$ cat config.mk
export PLATFORM = sky130hd
export DESIGN_NAME = servo_duty_ramp_flat
export DESIGN_NICKNAME = d
export VERILOG_FILES = /design/src/rtl/servo_duty_ramp_pkg.sv /design/src/rtl/servo_duty_ramp_if.sv /design/src/rtl/servo_duty_ramp_period_divider.sv /design/src/rtl/servo_duty_ramp.sv /design/src/flat_wrapper.sv
export SDC_FILE = /design/constraint.sdc
export NUM_CORES = 1
export LEC_CHECK = 0
export BUFFER_PORTS_ARGS = -buffer_cell sky130_fd_sc_hd__clkbuf_2
export CAP_MARGIN = 20
export CORE_MARGIN = 2
export CORE_UTILIZATION = 60
export DETAILED_ROUTE_END_ITERATION = 8
export PLACE_DENSITY = 0.8
export SYNTH_ARGS = -nofsm -noshare
export SYNTH_HDL_FRONTEND = slang
export SYNTH_HIERARCHICAL = 1
export SYNTH_SLANG_ARGS = --single-unit
$ cat constraint.sdc
create_clock -name clk -period 5.34 [get_ports clk]
set_clock_uncertainty 0.2 [all_clocks]
set_input_delay 0.534 -clock clk [delete_from_list [all_inputs] [get_ports clk]]
set_output_delay 0.534 -clock clk [all_outputs]
set_load 0.005 [all_outputs]
$ cat src/rtl/servo_duty_ramp_pkg.sv
// Shared types, defaults and duty arithmetic helpers for servo_duty_ramp.
// ST_SWEEP is only reachable when SERVO_AUTO_SWEEP_EN is defined.
package servo_duty_ramp_pkg;

  localparam int unsigned DUTYWIDTH    = 10;
  localparam int unsigned DEF_DUTYLOW  = 52;
  localparam int unsigned DEF_DUTYHIGH = 102;

  typedef logic [DUTYWIDTH-1:0] duty_t;
  typedef logic [DUTYWIDTH:0]   wide_t;

  typedef enum logic [1:0] {
    ST_IDLE,
    ST_RAMP,
    ST_SWEEP
  } state_t;

  function automatic duty_t clamp_duty(input duty_t v, input duty_t lo, input duty_t hi);
    if (v < lo) return lo;
    if (v > hi) return hi;
    return v;
  endfunction

  // All sums are taken one bit wider so a step near the top of the range cannot wrap.
  function automatic duty_t step_sat(input duty_t cur, input duty_t step, input logic up,
                                     input duty_t lo, input duty_t hi);
    wide_t sum;
    wide_t floor_w;
    sum     = {1'b0, cur} + {1'b0, step};
    floor_w = {1'b0, lo} + {1'b0, step};
    if (up) return (sum > {1'b0, hi}) ? hi : duty_t'(sum);
    return ({1'b0, cur} < floor_w) ? lo : duty_t'({1'b0, cur} - {1'b0, step});
  endfunction

  function automatic duty_t slew_toward(input duty_t cur, input duty_t tgt, input duty_t slew);
    wide_t c;
    wide_t t;
    wide_t s;
    c = {1'b0, cur};
    t = {1'b0, tgt};
    s = {1'b0, slew};
    if (t > c) return (t - c > s) ? duty_t'(c + s) : tgt;
    if (c > t) return (c - t > s) ? duty_t'(c - s) : tgt;
    return cur;
  endfunction

endpackage

$ cat src/rtl/servo_duty_ramp_if.sv
// Command/status bundle between the step debouncer / host and servo_duty_ramp.
interface servo_duty_ramp_if;
  import servo_duty_ramp_pkg::*;

  logic  step_up;
  logic  step_dn;
  logic  tgt_valid;
  duty_t tgt_duty;
  logic  tgt_ready;
  logic  period_start;
  logic  sweep_en;
  duty_t duty;
  logic  busy;
  logic  at_limit;

  modport master (
    output step_up, step_dn, tgt_valid, tgt_duty, period_start, sweep_en,
    input  tgt_ready, duty, busy, at_limit
  );

  modport slave (
    input  step_up, step_dn, tgt_valid, tgt_duty, period_start, sweep_en,
    output tgt_ready, duty, busy, at_limit
  );
endinterface

$ cat src/rtl/servo_duty_ramp_period_divider.sv
// Counts PWM period boundaries and flags every RATE_DIV-th one as a slew tick.
module period_divider #(
  parameter int unsigned RATE_DIV = 4
) (
  input  logic clk,
  input  logic rst_n,
  input  logic period_start,
  output logic tick
);
  localparam int unsigned CW = (RATE_DIV > 1) ? $clog2(RATE_DIV) : 1;
  localparam logic [CW-1:0] LAST = CW'(RATE_DIV - 1);

  logic [CW-1:0] count;

  assign tick = period_start && (count == LAST);

  always_ff @(posedge clk or negedge rst_n) begin
    if (!rst_n) begin
      count <= '0;
    end else if (period_start) begin
      count <= tick ? '0 : count + 1'b1;
    end
  end
endmodule

$ cat src/rtl/servo_duty_ramp.sv
// Rate-limited duty command generator: slews duty toward a stepped or loaded target,
// only on PWM period boundaries. Define SERVO_AUTO_SWEEP_EN to build the autonomous sweep.
module servo_duty_ramp
  import servo_duty_ramp_pkg::*;
#(
  parameter int unsigned DUTYLOW  = DEF_DUTYLOW,
  parameter int unsigned DUTYHIGH = DEF_DUTYHIGH,
  parameter int unsigned DUTYSTEP = 1,
  parameter int unsigned SLEW     = 2,
  parameter int unsigned RATE_DIV = 4
) (
  input logic               clk,
  input logic               rst_n,
  servo_duty_ramp_if.slave  bus
);
  localparam duty_t LOW_D  = duty_t'(DUTYLOW);
  localparam duty_t HIGH_D = duty_t'(DUTYHIGH);
  localparam duty_t STEP_D = duty_t'(DUTYSTEP);
  localparam duty_t SLEW_D = duty_t'(SLEW);

  state_t state_q, state_nxt;
  duty_t  duty_q, duty_nxt;
  duty_t  target_q, target_nxt;
  logic   busy_q, limit_q, ready_q;
  logic   tick;

  period_divider #(.RATE_DIV(RATE_DIV)) u_div (
    .clk          (clk),
    .rst_n        (rst_n),
    .period_start (bus.period_start),
    .tick         (tick)
  );

`ifndef SERVO_AUTO_SWEEP_EN
  logic unused_sweep_en;
  assign unused_sweep_en = bus.sweep_en;
`endif

  // Duty follows the target that was registered before this tick, so a target change
  // made in the same cycle only steers the next tick.
  always_comb begin
    duty_nxt   = duty_q;
    target_nxt = target_q;
    if (tick && (duty_q != target_q)) begin
      duty_nxt = slew_toward(duty_q, target_q, SLEW_D);
    end
    if (state_q != ST_SWEEP) begin
      if (bus.tgt_valid && ready_q) begin
        target_nxt = clamp_duty(bus.tgt_duty, LOW_D, HIGH_D);
      end else if (bus.step_up && !bus.step_dn) begin
        target_nxt = step_sat(target_q, STEP_D, 1'b1, LOW_D, HIGH_D);
      end else if (bus.step_dn && !bus.step_up) begin
        target_nxt = step_sat(target_q, STEP_D, 1'b0, LOW_D, HIGH_D);
      end
    end
    state_nxt = (target_nxt != duty_nxt) ? ST_RAMP : ST_IDLE;
`ifdef SERVO_AUTO_SWEEP_EN
    if (state_q == ST_SWEEP) begin
      state_nxt = ST_SWEEP;
      if (duty_nxt == target_q) begin
        if (bus.sweep_en) begin
          target_nxt = (target_q == HIGH_D) ? LOW_D : HIGH_D;
        end else begin
          state_nxt = ST_IDLE;
        end
      end
    end else if ((state_q == ST_IDLE) && bus.sweep_en) begin
      target_nxt = (duty_q == HIGH_D) ? LOW_D : HIGH_D;
      state_nxt  = ST_SWEEP;
    end
`endif
  end

  always_ff @(posedge clk or negedge rst_n) begin
    if (!rst_n) begin
      state_q  <= ST_IDLE;
      duty_q   <= LOW_D;
      target_q <= LOW_D;
      busy_q   <= 1'b0;
      limit_q  <= 1'b1;
      ready_q  <= 1'b0;
    end else begin
      state_q  <= state_nxt;
      duty_q   <= duty_nxt;
      target_q <= target_nxt;
      busy_q   <= (target_nxt != duty_nxt);
      limit_q  <= (target_nxt == LOW_D) || (target_nxt == HIGH_D);
      ready_q  <= (state_nxt == ST_IDLE);
    end
  end

  assign bus.duty      = duty_q;
  assign bus.busy      = busy_q;
  assign bus.at_limit  = limit_q;
  assign bus.tgt_ready = ready_q;
endmodule

$ cat src/flat_wrapper.sv
// flat-port wrapper written by rule: the top's interface ports become plain ports
module servo_duty_ramp_flat import servo_duty_ramp_pkg::*;
#(
  parameter int unsigned DUTYLOW  = DEF_DUTYLOW,
  parameter int unsigned DUTYHIGH = DEF_DUTYHIGH,
  parameter int unsigned DUTYSTEP = 1,
  parameter int unsigned SLEW     = 2,
  parameter int unsigned RATE_DIV = 4
)
  (clk, rst_n, bus_step_up, bus_step_dn, bus_tgt_valid, bus_tgt_duty, bus_period_start, bus_sweep_en, bus_tgt_ready, bus_duty, bus_busy, bus_at_limit);
  servo_duty_ramp_if bus_i ();
  input logic clk;
  input logic rst_n;
  input wire logic [$bits(bus_i.step_up)-1:0] bus_step_up;
  input wire logic [$bits(bus_i.step_dn)-1:0] bus_step_dn;
  input wire logic [$bits(bus_i.tgt_valid)-1:0] bus_tgt_valid;
  input wire logic [$bits(bus_i.tgt_duty)-1:0] bus_tgt_duty;
  input wire logic [$bits(bus_i.period_start)-1:0] bus_period_start;
  input wire logic [$bits(bus_i.sweep_en)-1:0] bus_sweep_en;
  output wire logic [$bits(bus_i.tgt_ready)-1:0] bus_tgt_ready;
  output wire logic [$bits(bus_i.duty)-1:0] bus_duty;
  output wire logic [$bits(bus_i.busy)-1:0] bus_busy;
  output wire logic [$bits(bus_i.at_limit)-1:0] bus_at_limit;
  assign bus_i.step_up = bus_step_up;
  assign bus_i.step_dn = bus_step_dn;
  assign bus_i.tgt_valid = bus_tgt_valid;
  assign bus_i.tgt_duty = bus_tgt_duty;
  assign bus_i.period_start = bus_period_start;
  assign bus_i.sweep_en = bus_sweep_en;
  assign bus_tgt_ready = bus_i.tgt_ready;
  assign bus_duty = bus_i.duty;
  assign bus_busy = bus_i.busy;
  assign bus_at_limit = bus_i.at_limit;
  servo_duty_ramp #(.DUTYLOW(DUTYLOW), .DUTYHIGH(DUTYHIGH), .DUTYSTEP(DUTYSTEP), .SLEW(SLEW), .RATE_DIV(RATE_DIV)) u_core (.clk(clk), .rst_n(rst_n), .bus(bus_i));
endmodule
# Word-level counts from Yosys, hierarchy flattened

Index checks and enable logic that the tools add are counted.
W data, S select, Z words.

Register bits after elaboration: 27
Bits of input ports: 17
Logic and storage cells: 72

$add $sub $neg: 7
Order comparisons: 8
Eq/ne operators: 6
Muxes and demuxes: 35
Reduce and logical (&&, ||, !) cells: 9

Operator list:

| operator                | count |
|---|---|
| $mux W10                | 18 |
| $gt A11 B2 Y1 const B   | 2 |
| $sub A10 B10 Y11        | 2 |
| $gt A10 B10 Y1          | 2 |
| $lt A10 B6 Y1 const B   | 2 |
| $ne A10 B10 Y1          | 2 |
| $mux W1                 | 16 |
| $add A10 B1 Y11 const B | 1 |
| $gt A11 B7 Y1 const B   | 1 |
| $add A10 B2 Y10 const B | 1 |
| $eq A10 B6 Y1 const B   | 1 |
| $eq A10 B7 Y1 const B   | 1 |
| $gt A10 B7 Y1 const B   | 1 |
| $sub A10 B1 Y10 const B | 1 |
| $sub A10 B2 Y10 const B | 1 |
| $logic_and A1 B1 Y1     | 5 |
| $add A2 B1 Y2 const B   | 1 |
| $eq A2 B2 Y1 const B    | 1 |
| $logic_not A1 Y1        | 2 |
| $logic_not A2 Y1        | 1 |
| $mux W2                 | 1 |
| $ne A2 B2 Y1 const B    | 1 |
| $logic_or A1 B1 Y1      | 1 |

# Logic depth before layout (Yosys ltp)

Gate-level depths: netlist (run 1).

Depth in word-level cells: 14
Gate-level depth with buffers: 17
Gate-level depth less buffers: 15

# Hierarchy

The synthesis (run 1) kept the hierarchy.

By module, submodules not included:

| module          | instances | cells each | area each (sq um) | seq. area each (sq um) |
|---|---|---|---|---|
| servo_duty_ramp | 1         | 510        | 3803.6            | 584.3 |
| period_divider  | 1         | 7          | 96.3              | 50.0 |

# Worst setup path after synthesis (run 1)

OpenSTA, ideal clock, no wires.

Path kind: register to register
Start: reg u_core.duty_q[4], in the netlist u_core/bus.duty[4]
End: reg u_core.busy_q, in the netlist u_core/bus.busy
Data arrival time: 4343 ps
Data required time: 5001 ps
Path slack: 658 ps
Cell stages (with the launch flop): 16
Path buffers: 2
Period minus slack after synthesis: 4682 ps
Path through: dfstp_2 -> clkbuf_1 -> inv_1 -> ha_1 -> a21o_1 -> a31oi_1 -> a21oi_1 -> or4_1 -> and4b_1 -> buf_6 -> mux2i_1 -> a211oi_2 -> a31oi_1 -> or4_1 -> or4_1 -> or4_1

Cells in the longest elaborated chain, start to end: 9
Elaborated cells between the ends (all ways): 23
Those cells by class: add/sub: 4; order compare: 4; eq/ne: 2; mux: 12; reduce/logical: 1

RTL lines:

| item                   | line                      | RTL |
|---|---|---|
| from (decl)            | servo_duty_ramp.sv:22     | `duty_t duty_q, duty_nxt;` |
| from (signal assigned) | servo_duty_ramp.sv:84     | `duty_q <= duty_nxt;` |
| $sub A10 B10 Y11       | servo_duty_ramp_pkg.sv:42 | `if (t > c) return (t - c > s) ? duty_t'(c + s) : tgt;` |
| $gt A11 B2 Y1          | servo_duty_ramp_pkg.sv:42 |  |
| $mux W10 (2 in series) | servo_duty_ramp_pkg.sv:42 |  |
| $mux W10               | servo_duty_ramp_pkg.sv:43 | `if (c > t) return (c - t > s) ? duty_t'(c - s) : tgt;` |
| $mux W10               | servo_duty_ramp_pkg.sv:44 | `return cur;` |
| $mux W10               | servo_duty_ramp_pkg.sv:43 |  |
| $mux W10 *             | servo_duty_ramp.sv:44     | `if (tick && (duty_q != target_q)) begin` |
| $ne A10 B10 Y1 *       | servo_duty_ramp.sv:86     | `busy_q <= (target_nxt != duty_nxt);` |
| to (signal assigned)   | servo_duty_ramp.sv:86     |  |
| to (decl)              | servo_duty_ramp.sv:24     | `logic busy_q, limit_q, ready_q;` |

Mark *: on every way between the ends. The rest lies on a longest branch, timed or not. The select of a mux whose other input is x is not followed.
A chain may end at the register's enable or synchronous reset.

# Worst setup path in the final report (run 1)

Start: reg u_core.duty_q[8], in the netlist u_core/bus.duty[8]
End: reg u_core.busy_q, in the netlist u_core/bus.busy

Cells in the longest elaborated chain, start to end: 9
Elaborated cells between the ends (all ways): 23
Those cells by class: add/sub: 4; order compare: 4; eq/ne: 2; mux: 12; reduce/logical: 1

RTL lines:

| item                   | line |
|---|---|
| $sub A10 B10 Y11       | servo_duty_ramp_pkg.sv:42 |
| $gt A11 B2 Y1          | servo_duty_ramp_pkg.sv:42 |
| $mux W10 (2 in series) | servo_duty_ramp_pkg.sv:42 |
| $mux W10               | servo_duty_ramp_pkg.sv:43 |
| $mux W10               | servo_duty_ramp_pkg.sv:44 |
| $mux W10               | servo_duty_ramp_pkg.sv:43 |
| $mux W10 *             | servo_duty_ramp.sv:44 |
| via u_core.duty_nxt[0] | servo_duty_ramp.sv:22 |
| $ne A10 B10 Y1 *       | servo_duty_ramp.sv:86 |

The timed path passes the listed nets; every way through them passes the cells marked *. The select of a mux whose other input is x is not followed.

==> impl_results.md, run 1 <==
* Outcome: finished clean
* Post-CTS Setup Repair Bufs at 0
* Slowest cell delay on critical path at between 500 and 600 ps
* Syn. warnings at 6
* Worst-path clk slew at 100 ps
* Via count at between 4,000 and 5,000
* Worst slew margin at a little under two fifths
* Critical Path End Type: flip-flop
* PortBufs at 28
* Nets at roughly 590
* H-tree depth at 1
* Crit Reg-Reg Startpoint: u_core/bus.duty[8]$_DFF_PN0_
* Dpl hpwl at a little under 10,000 um
* Int Pwr at roughly 1.1 mW
* Final Util at 67.0%
* Min cycle time layout at roughly 5200 ps
* First-pass GRT wire length at ~21,000 um
* Clk pwr share at under 10%
* Slew at the pin closest to its max-slew limit at 945 ps
* Synth Net Count at between 500 and 600
* Root Driver: clkbuf_8
* Post-DP Area at about 4200 um^2
* Period utilization at 97.5%
* Chip height at ~85 um
* Total Routing Usage GR at 37.0%
* CTS tree: done
* Combinational family with the most area after synthesis: compound AO/OA/AOI/OAI gates
* Synthesized flop and latch total at 25
* Setup TNS at 0 ps
* Gr ovfl total at 0
* R2R cell count at 13
* Critical Path RT at between 5000 and 6000 ps
* Yosys cell types at 79
* Die area at 7160 um^2
* Synth Area per Inst at 7.54 um^2
* Inserted Clock Buffers at 3
* I/O pin total at 30
* Seq/Total Area, Yosys at approximately 16%
* Synth top area share at 11.5%
* RSZ-0062 raised after global routing: no
* Sequential Power Share at 15.1%
* Core Region at 6310 um^2
* Total wire length at between 10,000 and 15,000 um
* Vias/cell at between 7 and 8
* Most frequent cells in the layout: nor2_1, a21oi_1, nand2_1, inv_1, buf_4
* Area leader, netlist: dfrtp_1
* LEAKAGE at 1.80 nW
* Fmax at approximately 190 MHz
* Die width at ~85 um
* Simple-gate share of the synthesized area at roughly a quarter
* Fin Hold WS at between 80 and 90 ps
* Cells after Synth at 517
* Drt pass-1 iters at 6
* Fin. Hold Viols at 0
* Number of enable flip-flop cells after synthesis at 0
* Largest net degree at the start of global routing at 26
* Comb power frac at about four fifths
* CTS Sinks at 25
* Commonest non-fill, non-tap cell in the layout: nor2_1
* # setup viols final at 0
* Startpoint Class: flip-flop
* Crit-path max FO at 11
* Kind of critical path: reg2reg
* Drt drc at 0
* Post-synthesis mux area share at 3.72%
* Synth Area in Compound Gates at roughly 29%
* Adder-Cell Fraction of Synth Area at 9.37%
* Post-Synth XOR/XNOR Area at slightly below 8%
* Initial antenna violation count at 0
* End of the worst register-to-register path: u_core/bus.busy$_DFF_PN0_
* Critical path cell sequence: inv_1 > ha_1 > a21o_1 > a21o_1 > a211oi_1 > nor2_1 > nor2_1 > a32o_1 > nand2_1 > mux2i_1 > xor2_1 > or4_1 > or4_1
* WL/cell at roughly 21 um
* Async S/R FF share, synth at 100%
* Maximum VDD drop at 0.380 mV
* Layout cells sized above 1 at between 15 and 20%
* Vias in the first global route at around 4,200
* Area contributors post-synth: dfrtp_1, ha_1, xnor2_1
* Worst skew pair latency at between 200 and 300 ps
* Starting density of the core at 61.8%
* Main synth FF type: dfrtp_1
* Worst path arrival time at between 5000 and 6000 ps
* Max Cap Viol at 0
* Area growth syn-to-layout at 8.44%
* Routability cong. at ~1.0
* Power per cell area at about 560 nW/um^2
* N_diodes at 0
* Final Max Slew Viols at 0
* Max Buffers Root-to-Sink at 2
* Initial DRC count at 590
* Row count at 29
* Sw Ratio at a little under three fifths
* Synthesized area at just under 4000 um^2
* Slowest CP cell: or4_1
* Worst hold path type: in2async
* Reg2reg setup slack at 130 ps
* Design area at ~4200 um^2
* Sw Pwr at around 1.3 mW
* Final ANT Viol Nets at 0
through the flow:
stage / setup slack [ps] / std cells / power (mW)
final: 132 / 623 / 2.38
after global routing: 0.760 / 623 / 2.55
after CTS: 235 / 623 / 2.31
after detailed placement: 279 / 619 / 2.18
after global placement: 367 / 619 / 2.13
after floorplan: 658 / 517 / 1.67
routing by layer:
layer,up-vias,part of all wire [%],GRT usage [%]
met5,-,0,0
met4,0,5.0,14.9
met3,76,11,5.41
met2,350,44,58.6
met1,2022,40,50.6
li1,1968,-,-
worst max-delay path by stage:
stage / from / end
finish: u_core/bus.duty[8]$_DFF_PN0_ / u_core/bus.busy$_DFF_PN0_
global route: u_core/bus.duty[8]$_DFF_PN0_ / u_core/bus.busy$_DFF_PN0_
CTS: u_core/target_q[0]$_DFF_PN0_ / u_core/bus.busy$_DFF_PN0_
detailed placement: u_core/target_q[0]$_DFF_PN0_ / u_core/bus.busy$_DFF_PN0_
global placement: u_core/bus.duty[8]$_DFF_PN0_ / u_core/bus.busy$_DFF_PN0_
floorplan: u_core/bus.duty[4]$_DFF_PN1_ / u_core/bus.busy$_DFF_PN0_
synthesized netlist by cell type, types with 3 or more instances:
| master | count |
|---|---|
| o31a_1 | 3 |
| o21ai_0 | 27 |
| buf_6 | 4 |
| and4_1 | 3 |
| mux2_2 | 4 |
| o21bai_1 | 3 |
| nand2_1 | 38 |
| o31ai_1 | 5 |
| o211ai_1 | 3 |
| nor4_1 | 11 |
| a211o_1 | 6 |
| a211oi_1 | 10 |
| a31oi_1 | 7 |
| clkbuf_1 | 14 |
| a21o_1 | 7 |
| nand3b_1 | 6 |
| dfstp_2 | 7 |
| mux2i_1 | 10 |
| ha_1 | 26 |
| or4_1 | 7 |
| or3_1 | 6 |
| o21ai_1 | 4 |
| dfrtp_1 | 18 |
| nor3_1 | 15 |
| a21oi_1 | 38 |
| xnor2_1 | 26 |
| nand2b_1 | 6 |
| and2_1 | 4 |
| nand4_1 | 5 |
| xor2_1 | 6 |
| nor2b_1 | 5 |
| buf_2 | 12 |
| nor2_1 | 40 |
| and3_1 | 8 |
| inv_1 | 33 |
| a21boi_0 | 3 |
| nand3_1 | 23 |
| o21a_1 | 4 |
timing repair:
| item | CTS | global route |
|---|---|---|
| hold endpoints to repair | 0 | 0 |
| gates resized for setup | 0 | 1 |
| setup endpoints to repair | 0 | 1 |
| hold buffers | 0 | 0 |
final cells by class:
cell class	instances	area [um^2]
inverter	34	128
fill	569	2080
tap	77	96.3
sequential	25	634
multi-input combinational	426	2970
timing repair buffer	57	358
clock buffer	3	41.3
clock inverter	1	5.00
critical path, delay by kind of cell (launching register included):
kind / cells / cell delay (ps)
adders and majority gates: 1 / 490
muxes: 1 / 270
xor gates and xnor gates: 1 / 140
DFF: 1 / 550
AOI/OAI and AO/OA: 4 / 1380
buffers and inverters: 1 / 220
and+or+nand+nor: 5 / 1820
state kept, by name (all words and copies together), names as in the netlist:
register,cells
u_core/u_div/count,2
u_core/bus.tgt_ready,1
u_core/bus.at_limit,1
u_core/target_q,10
u_core/bus.duty,10
u_core/bus.busy,1
cell families (layout without fill, tap and decap cells):
kind of cell	Yosys count	count (layout)
AO/OA/AOI/OAI	159	159
XOR/XNOR	33	33
adder cells (fa/ha/maj)	28	28
buffers and inverters	66	95
flip-flops	25	25
multiplexers	14	14
AND/OR/NAND/NOR	192	192
power groups by stage:
| stage | Sequential (mW) | Combinational [mW] | Clock [mW] |
|---|---|---|---|
| floorplan | 0.338 | 1.34 | 0 |
| global placement | 0.354 | 1.78 | 0 |
| detailed placement | 0.357 | 1.82 | 0 |
| CTS | 0.353 | 1.84 | 0.126 |
| global route | 0.364 | 2.05 | 0.130 |
| finish | 0.359 | 1.90 | 0.123 |
No activity file was read; power rests on OpenSTA's default activity.
==> inputs of run 2 (changes only) <==
--- a/config.mk
+++ b/config.mk
@@ -11,6 +11,8 @@
 export CORE_UTILIZATION = 60
 export DETAILED_ROUTE_END_ITERATION = 8
 export PLACE_DENSITY = 0.8
+export REMOVE_ABC_BUFFERS = 1
+export SKIP_CTS_REPAIR_TIMING = 1
 export SYNTH_ARGS = -nofsm -noshare
 export SYNTH_HDL_FRONTEND = slang
 export SYNTH_HIERARCHICAL = 1
==> run 2 against run 1 <==
Worst setup slack better by 90 ps. Core utilization up 0.73 points. Clock-buffer cell count unchanged. Largest power group unchanged. Clock power about the same. Cell count up 0.96%. Fmax up 1.8%. Critical path depth up 3. Worst hold slack worse by 20 ps. Critical endpoint unchanged. Wire length down 1.8%. Sequential cell count unchanged. Global-route usage down 0.78 points. Register-to-register slack better by 90 ps.
==> impl_results.md, run 2 (synthesis results as in run 1) <==
* Chip height at ~85 um
* Layout Cells excl Fill at 629
* Dpl hpwl at 10,100 um
* Fmax at slightly below 200 MHz
* Most frequent cells in the layout: nor2_1, a21oi_1, nand2_1, buf_4, inv_1
* Nets at approximately 600
* CTS tree: done
* Commonest non-fill, non-tap cell in the layout: nor2_1
* Die width at approximately 85 um
* Final Max Slew Viols at 0
* Outcome: finished clean
* Root Driver: clkbuf_8
* Startpoint Class: flip-flop
* Starting density of the core at 61.8%
* Tot Pwr at approximately 2.4 mW
* Critical Path End Type: flip-flop
* Routability cong. at 1.00
* Core Region at around 6300 um^2
* Via count at 4,346
* Period utilization at 95.8%
* Max Buffers Root-to-Sink at 2
* Worst path arrival time at 5070 ps
* Min cycle time layout at ~5100 ps
* Total Routing Usage GR at between 30 and 40%
* Critical Path RT at 5290 ps
* Inserted Clock Buffers at 3
* First-pass GRT wire length at 20,800 um
* Layout cells sized above 1 at between 15 and 20%
* Row count at 29
* Drt drc at 0
* CTS Sinks at 25
* Worst slew margin at a little under half
* Vias in the first global route at between 4,000 and 5,000
* Power per cell area at 554 nW/um^2
* N_diodes at 0
* WL/cell at 20.6 um
* Final ANT Viol Nets at 0
* Maximum VDD drop at between 0.3 and 0.4 mV
* Fin Hold WS at roughly 66 ps
* H-tree depth at 1
* Fin. Hold Viols at 0
* LEAKAGE at 1.83 nW
* Worst skew pair latency at between 200 and 300 ps
* Drt pass-1 iters at 7
* Crit-path max FO at 10
* Die area at around 7200 um^2
* Initial antenna violation count at 0
* Vias/cell at between 6 and 7
* Total placed cells including tap cells at roughly 630
* Area growth syn-to-layout at 9.62%
* PortBufs at 28
* Kind of critical path: reg2reg
* Worst hold path type: in2async
* Total wire length at between 10,000 and 15,000 um
* Gr ovfl total at 0
* Setup TNS at 0 ps
* Slew at the pin closest to its max-slew limit at between 700 and 800 ps
* Max Cap Viol at 0
* Largest net degree at the start of global routing at 26
* Initial DRC count at approximately 450
* Worst-path clk slew at 100 ps
* I/O pin total at 30
* # setup viols final at 0
* RSZ-0062 raised after global routing: no
[run 2: per-layer routing]
layer	global-route usage (%)	part of all wire [%]
met2	56.7	43
met5	0	0
met3	6.29	12
met1	49.2	39
met4	15.3	5.0
[run 2: power by group]
part	leakage, nW	switching [mW]	internal, mW
clock	0.0217	0.0691	0.0530
combinational	1.52	1.18	0.735
sequential	0.288	0.0688	0.267
[run 2: final timing paths]
kind	startpoint	end	slack, ps	cells past startpoint
setup / recovery	u_core/target_q[0]$_DFF_PN0_	u_core/bus.busy$_DFF_PN0_	220	16
hold / removal	rst_n	u_core/bus.duty[1]$_DFF_PN0_	70	1
setup reg to reg	u_core/target_q[0]$_DFF_PN0_	u_core/bus.busy$_DFF_PN0_	220	16
hold reg to reg	u_core/u_div/count[1]$_DFFE_PN0P_	u_core/u_div/count[1]$_DFFE_PN0P_	330	1
max in group asynchronous	rst_n	u_core/bus.duty[9]$_DFF_PN0_	4460	1
min in group clk	u_core/u_div/count[1]$_DFFE_PN0P_	u_core/u_div/count[1]$_DFFE_PN0P_	330	1
[run 2: worst max-delay path, cell delays in order (launching register included)]
cell and delay, ps:
dfrtp_1 390, inv_1 120, ha_1 220, inv_1 70, fa_1 420, a21o_1 200
a211o_1 300, a2111oi_2 360, nand3b_1 110, and4b_1 570, buf_4 240, a32o_1 160
nand2_1 90, mux2i_1 320, xor2_1 110, or4_1 590, or4_1 540
[run 2: layout make-up]
type	instances	area, um^2
clock inverter	1	7.51
inverter	34	128
sequential	25	634
tap	77	96.3
fill	543	2040
timing repair buffer	63	403
multi-input combinational	426	2970
clock buffer	3	41.3
[run 2: metrics by stage]
stage	setup WS [ps]	utilization (%)	instance area, um^2
after floorplan	482	-	3730
after global placement	357	66.9	4230
after detailed placement	345	66.9	4230
after CTS	320	67.7	4280
after global routing	46.2	67.7	4280
final	222	67.7	4280
==> inputs of run 3 (changes only) <==
==> constraint.sdc (replaced) <==
create_clock -name clk -period 5.34 [get_ports clk]
set_clock_uncertainty 0.2 [all_clocks]
set_input_delay 0.267 -clock clk [delete_from_list [all_inputs] [get_ports clk]]
set_output_delay 0.267 -clock clk [all_outputs]
set_load 0.005 [all_outputs]
==> run 3 against run 2 <==
Clock-buffer cell count is the same. Core utilization fell by 0.20 points. Design area decreased by 0.29%. Die area stayed put. Worst hold slack about the same. Critical path type unchanged. Sequential share of layout area about the same. Clock power hardly changed. Fmax rose by 0.74%.
==> impl_results.md, run 3 (synthesis results as in run 1) <==
* Outcome: finished clean
* Total Routing Usage GR at 36.1%
* Final ANT Viol Nets at 0
* Crit Reg-Reg Startpoint: u_core/bus.duty[2]$_DFF_PN1_
* Worst setup endpoint: u_core/bus.busy$_DFF_PN0_
* Critical Path End Type: flip-flop
* Setup TNS at 0 ps
* Core Region at between 6000 and 7000 um^2
* Sw Pwr at approximately 1.3 mW
* Int Pwr at 1.05 mW
* PortBufs at 28
* # setup viols final at 0
* Crit. Startpoint: u_core/bus.duty[2]$_DFF_PN1_
* Reg2reg setup slack at ~260 ps
* Vias/cell at approximately 6.9
* Worst slew margin at 42.2%
* Commonest non-fill, non-tap cell in the layout: nor2_1
* I/O pin total at 30
* Chip height at 84.6 um
* R2R cell count at 15
* Final Max Slew Viols at 0
* Clk pwr share at approximately 5.2%
* RSZ-0062 raised after global routing: no
* Gr ovfl total at 0
* CTS Sinks at 25
* CTS tree: done
* Comb power frac at 80.5%
* N_diodes at 0
* Drt pass-1 iters at 5
* Critical Path RT at between 5000 and 6000 ps
* Largest net degree at the start of global routing at 26
* Starting density of the core at approximately 62%
* Crit-path max FO at 10
* PnR worst setup slack at ~260 ps
* Fin Hold WS at roughly 66 ps
* Kind of critical path: reg2reg
* Via count at between 4,000 and 5,000
* End of the worst register-to-register path: u_core/bus.busy$_DFF_PN0_
* Sequential Power Share at 14.3%
* Most frequent cells in the layout: nor2_1, a21oi_1, nand2_1, inv_1, buf_4
* Inserted Clock Buffers at 3
* Die width at 84.6 um
* Total placed cells including tap cells at roughly 620
* Root Driver: clkbuf_8
* Row count at 29
* Worst path arrival time at 5030 ps
* Worst skew pair latency at approximately 280 ps
* Filler instances at ~550
* LEAKAGE at about 1.8 nW
* Routability cong. at 1.01
* Nets at just under 600
* Max Cap Viol at 0
* WL/cell at between 20 and 25 um
* Period utilization at a little over nine tenths
* Fmax at between 150 and 200 MHz
* Maximum VDD drop at roughly 0.35 mV
* Initial DRC count at about 520
* Power per cell area at between 500 and 600 nW/um^2
* Drt drc at 0
* Worst-path clk slew at ~100 ps
* Sw Ratio at a little under three fifths
* Max Buffers Root-to-Sink at 2
* Vias in the first global route at slightly above 4,000
* Dpl hpwl at between 9000 and 10,000 um
* Total wire length at about 13,000 um
* Die area at 7160 um^2
* Layout Cells excl Fill at ~630
* Min cycle time layout at 5080 ps
* H-tree depth at 1
* Fin. Hold Viols at 0
* Post-Place Worst Slack at ~360 ps
* Slew at the pin closest to its max-slew limit at 867 ps
* First-pass GRT wire length at 20,900 um
* Startpoint Class: flip-flop
* Area growth syn-to-layout at 9.30%
* Worst hold path type: in2reg
* Layout cells sized above 1 at between 10% and 20%
* Initial antenna violation count at 0
run 3: cell types whose count changed in the layout (fill, tap and decap cells not counted):
cell	change
buf_4	-3
dlygate4sd3_1	+1
run 3: critical path: stages, from the launching register on:
cell     delay, ps
dfstp_2        640
inv_1          120
ha_1           370
buf_4          210
and3_1         190
o21ai_1        130
and3_1         190
or4_1          480
and4b_1        310
buf_4          230
a32o_1         230
nand2_1        100
mux2i_1        330
xor2_1         100
or4_1          590
or4_1          530
run 3: worst min path at each step:
stage / start / to / slack, ps / depth (start not counted)
final: bus_period_start / u_core/u_div/count[0]$_DFFE_PN0P_ / 70 / 2
after global routing: bus_period_start / u_core/u_div/count[1]$_DFFE_PN0P_ / 80 / 2
after CTS: rst_n / u_core/bus.duty[1]$_DFF_PN0_ / -180 / 1
after detailed placement: rst_n / u_core/bus.duty[0]$_DFF_PN0_ / 120 / 1
after global placement: rst_n / u_core/bus.duty[0]$_DFF_PN0_ / 110 / 1
after floorplan: rst_n / u_core/bus.busy$_DFF_PN0_ / -230 / 0
run 3: through the flow:
stage | power [mW] | cell area [um^2] | utilization (%)
2_1_floorplan | 1.60 | 3730 | -
3_3_place_gp | 2.12 | 4200 | 66.6
3_5_place_dp | 2.16 | 4200 | 66.6
4_1_cts | 2.29 | 4250 | 67.4
5_1_grt | 2.54 | 4260 | 67.5
6_report | 2.35 | 4260 | 67.5
run 3: layout make-up:
| class | instances | area [um^2] | share of cell area (%) |
|---|---|---|---|
| repair buffers | 61 | 390 | 9.16 |
| clock buffers | 3 | 41.3 | 0.969 |
| clock inverters | 1 | 7.51 | 0.176 |
| multi-input cells | 426 | 2970 | 69.6 |
| inverters | 34 | 128 | 2.99 |
| well taps | 77 | 96.3 | 2.26 |
| flip-flops and latches | 25 | 634 | 14.9 |
run 3: power by group through the flow:
| stage | combinational [mW] | sequential, mW | clock (mW) |
|---|---|---|---|
| 2_1_floorplan | 1.22 | 0.386 | 0 |
| 3_3_place_gp | 1.79 | 0.333 | 0 |
| 3_5_place_dp | 1.82 | 0.338 | 0 |
| 4_1_cts | 1.84 | 0.334 | 0.121 |
| 5_1_grt | 2.07 | 0.342 | 0.128 |
| 6_report | 1.90 | 0.338 | 0.122 |
run 3: routing by layer:
metal  global-route usage (%)  up-vias  part of all wire [%]
met5                        0        -                     0
met4                     16.6        0                   4.7
met3                     6.19       50                    11
met2                     55.3      301                    45
met1                     49.7     2006                    39
li1                         -     1989                     -
